<file path="src/rtl/rw_mem_pkg.sv">
// rw_mem_pkg: shared state type, window decode helper and legacy map defaults for rw_mem_sync_param
package rw_mem_pkg;
  typedef enum logic {ST_CLEAR, ST_READY} state_e;
  localparam int DEF_BASE = 128;
  localparam int DEF_DEPTH = 96;
  function automatic logic in_window(input longint unsigned addr, input longint unsigned base,
                                     input longint unsigned depth);
    return (addr >= base) && (addr <= base + depth - 1);
  endfunction
endpackage

</file>
<file path="src/rtl/rw_mem_clear_seq.sv">
// rw_mem_clear_seq: state register and pointer that zero every word after reset or on clr
module rw_mem_clear_seq
  import rw_mem_pkg::*;
#(
  parameter int DEPTH = DEF_DEPTH,
  localparam int IW = $clog2(DEPTH)
) (
  input  logic          clk,
  input  logic          reset_n,
  input  logic          clr,
  output logic          busy,
  output logic          clr_we,
  output logic [IW-1:0] clr_addr
);
  state_e state_q, state_d;
  logic [IW-1:0] ptr_q, ptr_d;
  logic last;
  assign last = ptr_q == IW'(DEPTH - 1);
  // state and pointer registers; reset starts a fresh clear pass
  always_ff @(posedge clk or negedge reset_n) begin
    if (!reset_n) begin
      state_q <= ST_CLEAR;
      ptr_q   <= '0;
    end else begin
      state_q <= state_d;
      ptr_q   <= ptr_d;
    end
  end
  // walk the pointer across the array; clr restarts it from zero in any state
  always_comb begin
    state_d = state_q;
    ptr_d   = ptr_q;
    if (clr) begin
      state_d = ST_CLEAR;
      ptr_d   = '0;
    end else if (state_q == ST_CLEAR) begin
      state_d = last ? ST_READY : ST_CLEAR;
      ptr_d   = last ? '0 : ptr_q + 1'b1;
    end
  end
  assign busy     = state_q == ST_CLEAR;
  assign clr_we   = busy;
  assign clr_addr = ptr_q;
endmodule

</file>
<file path="src/rtl/rw_mem_sync_param.sv">
// rw_mem_sync_param: address-mapped synchronous RW memory with clear sequencer; RW_MEM_PARITY_EN adds per-word parity
module rw_mem_sync_param
  import rw_mem_pkg::*;
#(
  parameter int DATA_W = 8,
  parameter int ADDR_W = 8,
  parameter int BASE   = DEF_BASE,
  parameter int DEPTH  = DEF_DEPTH,
  localparam int IW = $clog2(DEPTH)
) (
  input  logic              clk,
  input  logic              reset_n,
  input  logic              req,
  input  logic              WE,
  input  logic [ADDR_W-1:0] address,
  input  logic [DATA_W-1:0] data_in,
  input  logic              clr,
  output logic [DATA_W-1:0] data_out,
  output logic              data_valid,
  output logic              hit,
  output logic              busy,
  output logic              parity_err
);
  if ((longint'(BASE) + longint'(DEPTH) - 1 > (longint'(1) << ADDR_W) - 1) || DEPTH < 2) begin : g_bad_cfg
    $error("rw_mem_sync_param: window exceeds address space or DEPTH < 2");
  end
`ifdef RW_MEM_PARITY_EN
  localparam int MW = DATA_W + 1;
`else
  localparam int MW = DATA_W;
`endif
  logic [MW-1:0] mem [DEPTH];
  logic [MW-1:0] wdata;
  logic [IW-1:0] idx, clr_addr;
  logic clr_we, acc, rd;
  logic [DATA_W-1:0] data_out_q, data_out_d;
  logic valid_q, valid_d;
  rw_mem_clear_seq #(.DEPTH(DEPTH)) u_clear_seq (
    .clk     (clk),
    .reset_n (reset_n),
    .clr     (clr),
    .busy    (busy),
    .clr_we  (clr_we),
    .clr_addr(clr_addr)
  );
  assign hit = req && in_window(64'(address), 64'(BASE), 64'(DEPTH));
  assign idx = IW'(address - ADDR_W'(BASE));
  // clr takes priority over a same-cycle access; busy blocks everything
  assign acc = hit && !busy && !clr;
  assign rd  = acc && !WE;
`ifdef RW_MEM_PARITY_EN
  assign wdata = {^data_in, data_in};
`else
  assign wdata = data_in;
`endif
  // array write mux: clear sequencer owns the port while busy
  always_ff @(posedge clk) begin
    if (clr_we) mem[clr_addr] <= '0;
    else if (acc && WE) mem[idx] <= wdata;
  end
  // read data holds between reads; valid is a one-cycle strobe per read
  always_comb begin
    data_out_d = rd ? mem[idx][DATA_W-1:0] : data_out_q;
    valid_d    = rd;
  end
  // read register
  always_ff @(posedge clk or negedge reset_n) begin
    if (!reset_n) begin
      data_out_q <= '0;
      valid_q    <= 1'b0;
    end else begin
      data_out_q <= data_out_d;
      valid_q    <= valid_d;
    end
  end
  assign data_out   = data_out_q;
  assign data_valid = valid_q;
`ifdef RW_MEM_PARITY_EN
  logic perr_q, perr_d;
  assign perr_d = rd && (^mem[idx]);
  // parity flag registered alongside the read strobe
  always_ff @(posedge clk or negedge reset_n) begin
    if (!reset_n) perr_q <= 1'b0;
    else perr_q <= perr_d;
  end
  assign parity_err = perr_q;
`else
  assign parity_err = 1'b0;
`endif
endmodule

</file>
<file path="config.mk">
export PLATFORM = sky130hd
export DESIGN_NAME = rw_mem_sync_param
export DESIGN_NICKNAME = d
export VERILOG_FILES = /design/src/rtl/rw_mem_pkg.sv /design/src/rtl/rw_mem_clear_seq.sv /design/src/rtl/rw_mem_sync_param.sv
export SDC_FILE = /design/constraint.sdc
export NUM_CORES = 1
export LEC_CHECK = 0
export BUFFER_PORTS_ARGS = -buffer_cell sky130_fd_sc_hd__buf_2
export CAP_MARGIN = 20
export CORE_MARGIN = 2
export CORE_UTILIZATION = 50
export CTS_CLUSTER_SIZE = 8
export DETAILED_ROUTE_END_ITERATION = 8
export MAX_ROUTING_LAYER = met4
export PLACE_DENSITY = 0.68
export SLEW_MARGIN = 20
export SYNTH_ARGS = -nofsm -noshare
export SYNTH_HDL_FRONTEND = slang
export SYNTH_HIERARCHICAL = 1
export SYNTH_SLANG_ARGS = --single-unit
</file>
<file path="constraint.sdc">
create_clock -name clk -period 3.3 [get_ports clk]
set_clock_uncertainty 0.1 [all_clocks]
set_input_delay 0.33 -clock clk [delete_from_list [all_inputs] [get_ports clk]]
set_output_delay 0.33 -clock clk [all_outputs]
set_load 0.05 [all_outputs]
</file>
==> results.sh <==
export IMPL_worstSetupPathType="flop to flop"
export IMPL_layout_area_seq_um2=23500
export IMPL_drc=0
export IMPL_power_share_sequential=0.508
export IMPL_worstPathRequired_ns=3.53
export IMPL_detailed_route_via_count=16300
export IMPL_fillCellCount=4460
export IMPL_cts_root_buffer_cell="clkbuf_16"
export IMPL_layout_cells_most_common_list="768 x edfxtp_1, 161 x mux4_2, 146 x buf_4, 111 x clkbuf_16, 105 x mux2i_1"
export IMPL_grt_pass1_vias=16700
export IMPL_cts_sink_count=785
export IMPL_post_dp_cell_area_um2=33600
export IMPL_worstPathMaxFanout=23
export IMPL_number_of_antenna_violations_at_the_first_check_in_global_routing=1
export IMPL_place_inst=2471
export IMPL_cp_slowest_stage_delay_ns=0.74
export IMPL_grt_first_pass_wirelength_mm=109
export IMPL_rsz0062_at_grt="no"
export IMPL_run_status="finished, final reports clean"
export IMPL_fin_total_pwr_mw=21.4
export IMPL_timing_max_transition_violations_final=0
export IMPL_ctsLongestPathBuffers=3
export IMPL_htree_num_levels=3
export IMPL_worst_setup_hold_path_clk_slew_ns=0.05
export IMPL_insertion_delay_ns=0.65
export IMPL_ys_dominant_reg_cell="edfxtp_1"
export IMPL_tritoncts_num_buffers=108
export IMPL_wire_length_reported_by_the_detailed_router_mm=73.6
export IMPL_vdd_drop_max_mv=0.341
export IMPL_synth_edf_count=768
export IMPL_yosys_cell_types_count=61
export IMPL_synth_seq_cells=785
export IMPL_finalCoreUtilization=0.590
export IMPL_gr_usage_all_layers=0.240
export IMPL_fraction_of_final_layout_cells_with_drive_strength_greater_than_1=0.311
export IMPL_timing_final_crit_period_ns=3.11
export IMPL_vias_per_cell=6.24
export IMPL_mappedNetlistNets=1569
export IMPL_switchingPower_mw=4.30
export IMPL_regToRegSetupSlack_ns=0.19
export IMPL_timing_critical_path_slowest_stage_cell="a221o_1"
export IMPL_syn_cell_area_um2=31400
export IMPL_syn_inst=1547
export IMPL_detail_route_wl_per_cell_um=28.2
export IMPL_die_w_um=255
export IMPL_gpl_final_weighted_congestion=0.882
export IMPL_floorplan_die_area_um2=64800
export IMPL_start_kind="flop"
export IMPL_layout_worst_path_cycle_share=0.943
export IMPL_cts_tree="built"
export IMPL_layout_cells_most_common="edfxtp_1"
export IMPL_numPortBuffers=31
export IMPL_starting_density_of_the_core=0.507
export IMPL_max_freq_mhz=321
export IMPL_max_slew_worst_pin_slew_ns=0.997
export IMPL_end_kind="flop"
export IMPL_seq_area_frac_synth=0.748
export IMPL_layout_cell_area_non_filler_um2=36500
export IMPL_pwr_share_comb=0.036
export IMPL_hpwl_mm=45.1
export IMPL_leakagePower_nw=13.6
export IMPL_die_h_um=255
export IMPL_post_detailed_route_count_of_antenna_violating_nets=0
export IMPL_postSynth_asyncResetShare=0.0217
export IMPL_grt_max_degree=97
export IMPL_multi_input_area_um2=7400
export IMPL_ys_warnings_count=6
export IMPL_grt_ovfl_total=0
export IMPL_first_iter_violations=1762
export IMPL_placeable_area_um2=61900
export IMPL_power_density_nw_per_um2=585
export IMPL_placement_rows=91
export IMPL_worst_case_headroom_to_the_max_slew_limit=0.335
export IMPL_path_delay_family="simple AND/OR/NAND/NOR gates"
export IMPL_number_of_buffer_and_inverter_instances_along_the_worst_setup_path=2
export IMPL_design_portCount=33
export IMPL_switching_share=0.201
export IMPL_n_antenna_cell=0
export IMPL_detail_route_first_pass_iterations=6
export IMPL_final_instance_count_excl_fill=2613
export IMPL_finalSetupViolations=0
export IMPL_post_cts_buffers=0
export IMPL_crit_path_cell_trace="inv_1 -> nor2_2 -> and4_4 -> nand3_2 -> a221o_1 -> nor3_1 -> buf_4"
export IMPL_area_growth_synth_to_final_pct=16.4
export IMPL_drv_max_cap_violation_count=0
export IMPL_finish_net_count=1768
export IMPL_p_int_mw=17.1
export IMPL_average_cell_area_after_synthesis_um2=20.3
export IMPL_cp_data_arrival_time_ns=3.34
export IMPL_power_frac_clock=0.456
export IMPL_hold_viol_final=0
export IMPL_hold_class="input port to flop"
export IMPL_hold_slack_ns=0.0342
## cell usage after synthesis (all sizes together), types with 18 or more instances
cell	instances	area, µm²
edfxtp	768	23100
mux4	161	3630
mux2i	105	1050
buf	78	542
nor3	55	295
nor4	42	275
nand2	38	143
mux2	33	372
clkbuf	30	113
o21ai	28	140
nor2	18	70.1
## cells by family after synthesis
logic type | count (synthesis) | synth area share
buffers and inverters | 113 | 0.0214
AND/OR/NAND/NOR | 205 | 0.0365
adder cells (fa/ha/maj) | 1 | 0.000399
other | 1 | 0.000119
AO/OA/AOI/OAI | 142 | 0.0322
flip-flops | 785 | 0.748
XOR/XNOR | 1 | 0.000279
multiplexers | 299 | 0.161
## stage by stage
stage	setup TNS [ns]	setup WS, ns
after global placement	0	0.265
after detailed placement	0	0.165
after CTS	0	0.0830
final	0	0.188
after global routing	0	0.00839
after floorplan	-4.29	-0.0809
## area by class of cell
| cell class | instances | share of cell area |
|---|---|---|
| Sequential cell | 785 | 0.643 |
| Multi-Input combinational cell | 649 | 0.203 |
| Clock buffer | 135 | 0.0785 |
| Timing Repair Buffer | 197 | 0.0455 |
| Tap cell | 837 | 0.0287 |
| Clock inverter | 5 | 0.00161 |
| Inverter | 5 | 0.000514 |
## layer usage
layer  wire length, µm  vias to the layer above  track usage
li1                  -                     6877            -
met1             29300                     8507        0.320
met2             35800                      776        0.374
met3              6150                      148       0.0431
met4              2350                        0       0.0865
met5                 0                        -            -
## power groups by stage
stage / registers, mW / logic [mW] / clock network (mW)
final: 10.9 / 0.765 / 9.75
after global routing: 10.9 / 0.801 / 10.3
after CTS: 10.9 / 0.763 / 9.88
after detailed placement: 11.0 / 0.759 / 0
after global placement: 11.0 / 0.749 / 0
after floorplan: 11.1 / 0.475 / 0
## state kept, by name, summed over array words and instances, names as in the netlist
name	cells
data_out	8
data_valid	1
u_clear_seq/clr_addr	7
u_clear_seq/state_q	1
mem	768
## path summary, 6_finish.rpt
check,from,end,depth (start not counted)
worst max-delay path,u_clear_seq/state_q$_DFF_PN0_,mem[30][1]$_DFFE_PP_,7
worst min-delay path,data_in[4],mem[50][4]$_DFFE_PP_,2
worst max register to register,u_clear_seq/state_q$_DFF_PN0_,mem[30][1]$_DFFE_PP_,7
worst min register to register,u_clear_seq/clr_addr[6]$_DFFE_PN0P_,u_clear_seq/clr_addr[6]$_DFFE_PN0P_,2
max in group asynchronous,reset_n,data_out[1]$_DFFE_PN0P_,2
min in group asynchronous,reset_n,u_clear_seq/clr_addr[0]$_DFFE_PN0P_,2
## timing repair
action / CTS / global route
hold buffers: 2 / 0
endpoints found under the hold margin: 25 / 0
gates resized for setup: 0 / 3
endpoints found under the setup margin: 0 / 129
No activity file was read; power rests on OpenSTA's default activity.
